### src/rtl/fetch_unit.sv
// Instruction fetch stage: issues sequential word fetches to instruction memory,
// buffers in-order responses with their PCs, and hands them to decode.
// Redirects flush the buffer and drop responses that are still in flight.
module fetch_unit #(
    parameter logic [31:0] RESET_PC = 32'h0000_0000,
    parameter int          DEPTH    = 2
) (
    input  logic        clock,
    input  logic        reset,
    output logic        imem_req_valid,
    input  logic        imem_req_ready,
    output logic [31:0] imem_req_addr,
    input  logic        imem_resp_valid,
    input  logic [31:0] imem_resp_data,
    input  logic        redirect_valid,
    input  logic [31:0] redirect_pc,
    output logic        to_decode_valid,
    input  logic        to_decode_ready,
    output logic [31:0] to_decode_data,
    output logic [31:0] to_decode_pc,
    output logic        fetch_error
);

    localparam int              CW       = $clog2(DEPTH + 1);
    localparam int              PW       = (DEPTH > 1) ? $clog2(DEPTH) : 1;
    localparam logic [PW-1:0]   LAST_PTR = PW'(DEPTH - 1);
    localparam logic [CW:0]     CAP      = (CW + 1)'(DEPTH);
    localparam logic [CW-1:0]   FULL     = CW'(DEPTH);

    logic [31:0]   fetch_pc;
    logic [31:0]   resp_pc;
    logic [CW-1:0] outstanding;
    logic [CW-1:0] discard;
    logic [CW-1:0] count;
    logic          error;
    logic [PW-1:0] head;
    logic [PW-1:0] tail;
    logic [31:0]   mem_data [DEPTH];
    logic [31:0]   mem_pc   [DEPTH];

    logic          req_fire;
    logic          push;
    logic          pop;
    logic [CW:0]   in_use;
    logic [PW-1:0] head_next;
    logic [PW-1:0] tail_next;

    // Issue gating, buffer handshakes and pointer wrap, all derived from current state
    always_comb begin
        in_use          = {1'b0, outstanding} + {1'b0, count};
        imem_req_valid  = !reset && !error && !redirect_valid && (in_use < CAP);
        imem_req_addr   = fetch_pc;
        req_fire        = imem_req_valid && imem_req_ready;
        push            = !reset && !redirect_valid && imem_resp_valid && (discard == '0);
        to_decode_valid = (count != '0) && !redirect_valid;
        pop             = to_decode_valid && to_decode_ready;
        to_decode_data  = (count != '0) ? mem_data[head] : 32'h0;
        to_decode_pc    = (count != '0) ? mem_pc[head] : 32'h0;
        fetch_error     = error;
        head_next       = (head == LAST_PTR) ? '0 : head + PW'(1);
        tail_next       = (tail == LAST_PTR) ? '0 : tail + PW'(1);
    end

    // Control state: PCs, in-flight/discard counters, buffer occupancy and the sticky error
    always_ff @(posedge clock) begin
        if (reset) begin
            fetch_pc    <= RESET_PC;
            resp_pc     <= RESET_PC;
            outstanding <= '0;
            discard     <= '0;
            count       <= '0;
            error       <= 1'b0;
            head        <= '0;
            tail        <= '0;
        end else if (redirect_valid) begin
            fetch_pc    <= redirect_pc;
            resp_pc     <= redirect_pc;
            outstanding <= outstanding - CW'(imem_resp_valid);
            discard     <= outstanding - CW'(imem_resp_valid);
            count       <= '0;
            head        <= '0;
            tail        <= '0;
            if (redirect_pc[1:0] != 2'b00) begin
                error <= 1'b1;
            end
        end else begin
            if (req_fire) begin
                fetch_pc <= fetch_pc + 32'd4;
            end
            outstanding <= outstanding + CW'(req_fire) - CW'(imem_resp_valid);
            if (imem_resp_valid && (discard != '0)) begin
                discard <= discard - CW'(1);
            end
            if (push) begin
                resp_pc <= resp_pc + 32'd4;
                tail    <= tail_next;
            end
            if (pop) begin
                head <= head_next;
            end
            count <= count + CW'(push) - CW'(pop);
        end
    end

    // Buffer storage; contents are only visible while count is non-zero, so no reset needed
    always_ff @(posedge clock) begin
        if (push) begin
            mem_data[tail] <= imem_resp_data;
            mem_pc[tail]   <= resp_pc;
        end
    end

    // The issue cap guarantees a free slot for every response memory can legally return
    a_no_overflow : assert property (@(posedge clock) disable iff (reset)
        !(imem_resp_valid && (count == FULL)));

endmodule

### config.mk
export PLATFORM = sky130hd
export DESIGN_NAME = fetch_unit
export DESIGN_NICKNAME = d
export VERILOG_FILES = /design/src/rtl/fetch_unit.sv
export SDC_FILE = /design/constraint.sdc
export NUM_CORES = 1
export LEC_CHECK = 0
export BUFFER_PORTS_ARGS = -buffer_cell sky130_fd_sc_hd__buf_2
export CAP_MARGIN = 0
export CORE_MARGIN = 1.5
export CORE_UTILIZATION = 46
export DETAILED_ROUTE_END_ITERATION = 8
export HOLD_SLACK_MARGIN = 0.12
export PLACE_DENSITY = 0.68
export SYNTH_ARGS = -nofsm -noshare
export SYNTH_HDL_FRONTEND = slang
export SYNTH_SLANG_ARGS = --single-unit
### constraint.sdc
create_clock -name clock -period 6 [get_ports clock]
set_clock_uncertainty 0.1 [all_clocks]
set_input_delay 1.2 -clock clock [delete_from_list [all_inputs] [get_ports clock]]
set_output_delay 1.2 -clock clock [all_outputs]
set_load 0.02 [all_outputs]
==> flow_metrics.py, run 1 <==
metrics = {
    "sta": {
        "fmax_ghz": 0.2844,
        "period_share_pct": 58.61,
        "max_slew.worst_pin.slew_ns": 1.114,
        "drv_slew": 0,
        "relSlewSlack_pct": 25.72,
        "fin_tns_setup_ns": 0,
        "period_needed_ns": 3.517,
        "final_hold_viol_count": 0,
        "setup_viol": 0,
        "rsz0062_at_grt": "no",
    },
    "global_route": {
        "grt_pass1_wl_um": 31540,
        "grt_usage_pct": 19.63,
        "grt_overflow": 0,
        "grt_pass1_vias": 6093,
        "antenna_found_initial": 0,
        "grt_max_degree": 66,
    },
    "clock_network": {
        "clk_pin_slew_worst_paths_ns": 0.05,
        "numClockSinks": 202,
        "clk_latency_ns": 0.49,
        "clk_path_buf_depth": 3,
        "htreeDepth": 1,
        "cts_buffers": 22,
        "cts_resized": 0,
        "ctsHoldBuffers": 0,
        "clockRootBuffer": "clkbuf_16",
        "cts_tree": "built",
        "postCtsSetupBuffers": 0,
    },
    "critical_path": {
        "crit_fanout": 64,
        "setup.worst_path.class": "reg2out",
        "cp.arrival_ns": 2.22,
        "endpoint_kind": "output port",
        "critPathRequiredTime_ns": 4.70,
        "critPathLaunchType": "flip-flop",
    },
    "power_and_ir_drop": {
        "power_mw": 3.030,
        "p_per_area_mw_per_mm2": 285.2,
        "p_leak_nw": 3.923,
        "ir_drop_v": 0.0001903,
    },
    "final_layout": {
        "antennaDiodeCount": 0,
        "final_layout_size_suffix_gt1_share_pct": 23.81,
        "fin_cells": 1205,
        "syn2layout_area_growth_pct": 19.17,
        "design_area_mm2": 0.01062,
        "fin_util_pct": 56.41,
        "nFillCells": 1624,
        "fin_nets": 1014,
    },
    "place": {
        "dpl.cell_count": 1171,
        "io_buffers": 168,
        "dpl.hpwl_um": 13700,
        "routabilityCongestion": 0.8536,
        "post_dp_cell_area_mm2": 0.009977,
    },
    "routing": {
        "via_per_inst": 5.380,
        "drt-total-wl_um": 20190,
        "antenna_left": 0,
        "dr_total_vias": 6483,
        "drtIter0Drc": 415,
        "wl_per_cell_um": 16.75,
        "dr.pass1.iters": 5,
        "drc_errors": 0,
    },
    "flow_run": {
        "timing.max_cap.violations": 0,
    },
    "yosys": {
        "netlist_instances": 780,
        "syn_nets": 859,
        "synth.avg_cell_area_um2": 11.43,
        "synth_edf_count": 128,
        "synthDistinctLibCells": 60,
        "synth_flop_cell": "edfxtp_1",
        "yosysWarningCount": 0,
        "synthArstFlopShare_pct": 0,
        "synth_seq_cells": 202,
        "syn_area_mm2": 0.008914,
        "ys_seq_area_share_pct": 59.74,
    },
    "floorplan": {
        "core_area_mm2": 0.01883,
        "top_level_ports": 169,
        "fp.dieW_um": 142.2,
        "die_area_mm2": 0.02022,
        "rows": 50,
        "initial_core_util_pct": 47.34,
        "die_h_um": 142.2,
    },
    "status": {
        "run_status": "completed",
    },
    "hold_path": {
        "hp-class": "reg2reg",
    },
}
==> synth_stat cells, types with 8 or more instances <==
cell	number	share of area, %
nand3_1	20	1.1
nor4_1	8	0.56
ha_1	8	1.1
nor3_1	10	0.56
nor2_1	114	4.8
dfxtp_1	74	17
mux2i_1	68	7.6
o22ai_1	12	0.84
a21oi_1	30	1.7
edfxtp_1	128	43
o21ai_0	9	0.51
clkbuf_1	21	0.88
buf_1	15	0.63
or3_1	11	0.77
nand2_1	60	2.5
inv_1	17	0.72
xor2_1	20	2.0
a31oi_1	12	0.84
xnor2_1	20	2.0
a211oi_1	11	0.93
nand4_1	19	1.3
==> power breakdown <==
| group | total, mW | switching, mW | internal [mW] |
|---|---|---|---|
| clock network | 1.22 | 0.493 | 0.722 |
| registers | 1.58 | 0.0532 | 1.53 |
| logic | 0.232 | 0.142 | 0.0897 |
==> worst paths after layout <==
kind,start,end,slack (ns),depth (start not counted)
worst max-delay path,flip-flop,to_decode_pc[0],2.48,3
worst min-delay path,imem_req_addr[1],imem_req_addr[1],0.36,2
worst max register to register,count[0],outstanding[1],2.69,12
worst min register to register,imem_req_addr[1],imem_req_addr[1],0.36,2
==> cells by family (layout without fill, tap and decap cells) <==
group / after synthesis / after routing / share of synthesized area [%]
compound gates: 113 / 113 / 8.352
xor+xnor: 40 / 40 / 3.930
fa+ha+maj: 9 / 9 / 1.348
buf+inv: 63 / 228 / 2.835
flops: 202 / 202 / 59.74
mux: 70 / 70 / 7.889
simple gates: 283 / 283 / 15.90
==> cells in the final DEF (no fill, tap or decap), types with 3 or more instances in the layout <==
master       n
nor3_1      10
a22oi_1      7
a211oi_1    11
a2bb2oi_1    4
o22ai_1     12
nor2_4       3
o31a_1       3
nand2_1     60
nor3_2       4
o21ai_0      9
ha_1         8
nor2_1     111
edfxtp_1   128
nor4_2       3
a21boi_0     4
mux2i_1     68
nor3b_1      3
clkbuf_16   22
a31oi_1     12
o211ai_1     7
clkinv_1     4
xnor2_1     20
and2_1       6
nand4_1     19
buf_2      168
and3_1       5
and4_1       4
nor4_1       8
a21o_1       3
or3_1       11
inv_1       17
clkbuf_1     5
dfxtp_1     73
nand3_1     20
a21oi_1     30
xor2_1      20
buf_4        7
==> per-stage QoR <==
stage | worst slack, ns | hold slack (ns)
5_1_grt | 2.327 | 0.3858
6_report | 2.484 | 0.3602
2_1_floorplan | 1.043 | 0.3237
4_1_cts | 2.438 | 0.3639
3_3_place_gp | 2.218 | 0.3562
3_5_place_dp | 2.151 | 0.3564
==> critical path, cell delays in order, from the launching register on <==
cell	delay, ns
dfxtp_4	1.08
mux2i_1	0.20
nor2_1	0.21
buf_2	0.22
==> sequential cells by signal (all words and copies together) (netlist names), named ones only <==
register / count
count: 2
discard: 2
fetch_error: 1
head: 1
imem_req_addr: 32
mem_data: 64
mem_pc: 64
outstanding: 2
resp_pc: 32
tail: 1
==> per-layer routing <==
metal	global-route usage, %	vias to the layer above	routed length, µm
met1	28.14	3028	9352
met2	31.22	264	8930
met4	4.721	0	318
li1	-	3160	-
met3	3.331	31	1587
met5	0	-	0
==> final cells by class <==
type	instances	area (µm²)	area share, %
clock inverter	6	62.56	0.5889
inverter	19	71.32	0.6714
timing repair buffer	175	893.4	8.410
multi-input combinational	515	3358	31.61
clock buffer	28	583.1	5.489
tap	260	325.3	3.062
sequential	202	5329	50.16
No activity file was read; power rests on OpenSTA's default activity.
==> run 2: changes to the inputs <==
Settings changed: ABC_AREA from default to 1.
Clock period 6 ns to 3.45 ns, I/O delays scaled along.
==> run 2 against run 1 <==
Net effect: combinational power up 84%; non-clock buffer count grew 5; sequential power rose by 73%; first-iteration DRC count increased by 4.6%; final area rose by 7.5%; final cell count increased by 33%; hold slack lost 0.083 ns; critical path depth up 4; wire length increased by 17%; clock power increased by 88%; global-route usage is 2.0 points higher.
==> flow_metrics.py, run 2 <==
metrics = {
    "final_layout": {
        "layout_common_cells": "nand2_1 (400), buf_2 (168), edfxtp_1 (128)",
        "multi_input_area_mm2": 0.003620,
        "area.sequential_mm2": 0.005326,
        "fin_nets": 1390,
        "syn2layout_area_growth_pct": 19.35,
        "reg_top3": "mem_data: 64 flops, mem_pc: 64 flops",
        "final_layout_size_suffix_gt1_share_pct": 18.61,
        "layout_commonest_cell": "nand2_1",
        "antennaDiodeCount": 0,
        "nFillCells": 1896,
    },
    "critical_path": {
        "cp_common_cell": "inv_1",
        "critPathBufInv": 3,
        "critPathMaxStageDelay_ns": 0.40,
        "cp_slowest_cell": "fa_1",
        "critPathLaunchType": "flip-flop",
        "crit_fanout": 3,
        "setup.worst_path.class": "reg2out",
        "critPathRequiredTime_ns": 2.66,
        "cp.arrival_ns": 2.00,
        "endpoint_kind": "output port",
        "cpLargestDelayFamily": "simple AND/OR/NAND/NOR gates",
        "crit_path_cell_trace": "nand2_1 -> inv_1 -> fa_1 -> nor2_1 -> nand3_2 -> inv_1 -> buf_2",
    },
    "global_route": {
        "grt_overflow": 0,
        "antenna_found_initial": 0,
        "grt_max_degree": 66,
        "grt_pass1_wl_um": 37570,
        "met1_usage_pct": 30.99,
        "met3_usage_pct": 3.075,
        "met2_usage_pct": 35.09,
        "busiest_layer": "met2",
        "grt_pass1_vias": 7350,
        "grt_usage_pct": 21.62,
    },
    "routing": {
        "drc_errors": 0,
        "drtIter0Drc": 434,
        "antenna_left": 0,
        "drt-total-wl_um": 23640,
        "dr.pass1.iters": 5,
        "dr_total_vias": 8060,
        "wl_per_cell_um": 14.80,
        "via_per_inst": 5.047,
    },
    "clock_network": {
        "cts_buffers": 22,
        "cts_tree": "built",
        "clk_latency_ns": 0.50,
        "htreeDepth": 1,
        "clockRootBuffer": "clkbuf_16",
        "clk_path_buf_depth": 3,
        "cts_resized": 0,
        "ctsHoldBuffers": 0,
        "numClockSinks": 202,
        "postCtsSetupBuffers": 0,
        "clk_pin_slew_worst_paths_ns": 0.06,
    },
    "floorplan": {
        "top_level_ports": 169,
        "fp.dieW_um": 147.2,
        "core_area_mm2": 0.02030,
        "initial_core_util_pct": 47.12,
        "die_h_um": 147.2,
        "rows": 52,
        "die_area_mm2": 0.02167,
    },
    "sta": {
        "max_slew.worst_pin.slew_ns": 0.6964,
        "final_hold_viol_count": 0,
        "period_needed_ns": 2.792,
        "period_share_pct": 80.91,
        "setup_viol": 0,
        "rsz0062_at_grt": "no",
        "worst_hold_slack_ns": 0.2774,
        "drv_slew": 0,
        "fin_tns_setup_ns": 0,
        "relSlewSlack_pct": 53.57,
        "fmax_ghz": 0.3582,
    },
    "flow_run": {
        "timing.max_cap.violations": 0,
    },
    "power_and_ir_drop": {
        "p_per_area_mw_per_mm2": 478.2,
        "p_leak_nw": 4.760,
        "ir_drop_v": 0.0002874,
    },
    "status": {
        "run_status": "completed",
    },
    "yosys": {
        "yosysTopAreaCell": "edfxtp_1",
        "syn_area_mm2": 0.009565,
        "synth_commonest_cells": "nand2_1 (400), edfxtp_1 (128), inv_1 (117)",
        "synthArstFlopShare_pct": 0,
        "synth_flop_cell": "edfxtp_1",
        "yosysMostFrequentCell": "nand2_1",
        "synthDominantCellAreaShare_pct": 40.18,
        "ys_seq_area_share_pct": 55.67,
        "synth.area.top_cells": "edfxtp_1 (40%), nand2_1 (16%), dfxtp_1 (15%)",
        "synth_seq_cells": 202,
        "yosysWarningCount": 0,
        "synth.avg_cell_area_um2": 8.332,
        "syn_nets": 1227,
        "netlist_instances": 1148,
        "synthDistinctLibCells": 36,
        "synth_edf_count": 128,
    },
    "hold_path": {
        "hp-class": "in2reg",
    },
    "place": {
        "routabilityCongestion": 0.8912,
        "dpl.hpwl_um": 16220,
        "io_buffers": 168,
    },
}
-- run 2: cell types whose count changed in the layout (fill, tap and decap cells not counted), sizes merged, moves of 11 or more --
cell and delta:
nand4 -15, a211oi -11, o21ai +30, nor4 -13, a21oi +82, nand3 +38
or3 -11, nor2 -14, inv +103, nand2 +346, xnor2 -16, mux2i -68
-- run 2: area by class of cell --
class / instances / area share [%]
Timing Repair Buffer: 180 / 8.483
Inverter: 121 / 3.979
Clock buffer: 31 / 5.392
Sequential cell: 202 / 46.66
Tap cell: 270 / 2.959
Multi-Input combinational cell: 784 / 31.71
Clock inverter: 9 / 0.8220
-- run 2: path summary, 6_finish.rpt --
path	from	endpoint	slack [ns]	cells after the start
setup / recovery	count[0]	imem_req_valid	0.66	7
hold / removal	imem_resp_data[15]	mem_data[1][15]	0.28	1
setup reg to reg	count[0]	outstanding[1]	0.79	12
hold reg to reg	imem_req_addr[0]	imem_req_addr[0]	0.35	2
-- run 2: cells by family after synthesis --
| family | count (synthesis) | share of synthesized area, % |
|---|---|---|
| flip-flops | 202 | 55.67 |
| AO/OA/AOI/OAI | 174 | 9.470 |
| adder cells (fa/ha/maj) | 9 | 1.256 |
| buffers and inverters | 162 | 6.723 |
| AND/OR/NAND/NOR | 582 | 25.14 |
| XOR/XNOR | 19 | 1.740 |
-- run 2: metal layers --
layer / vias up / part of all wire [%]
li1: 4069 / -
met1: 3668 / 46
met2: 303 / 46
met3: 20 / 7.8
met4: 0 / 1.1
met5: - / 0
-- run 2: report_power, final --
group / internal [mW] / switching (mW)
Sequential: 2.66 / 0.0827
Clock: 1.39 / 0.902
Combinational: 0.147 / 0.280
-- run 2: through the flow --
step / util [%] / power, mW / cells / setup WS (ns) / area (µm²)
global route: 56.24 / 5.664 / 1597 / 0.5149 / 11420
CTS: 56.24 / 5.495 / 1597 / 0.6420 / 11420
global placement: 52.74 / 3.205 / 1557 / 0.8366 / 10710
finish: 56.24 / 5.459 / 1597 / 0.6585 / 11420
detailed placement: 52.74 / 3.212 / 1557 / 0.7896 / 10710
floorplan: - / 3.037 / 1148 / 0.2369 / 9570
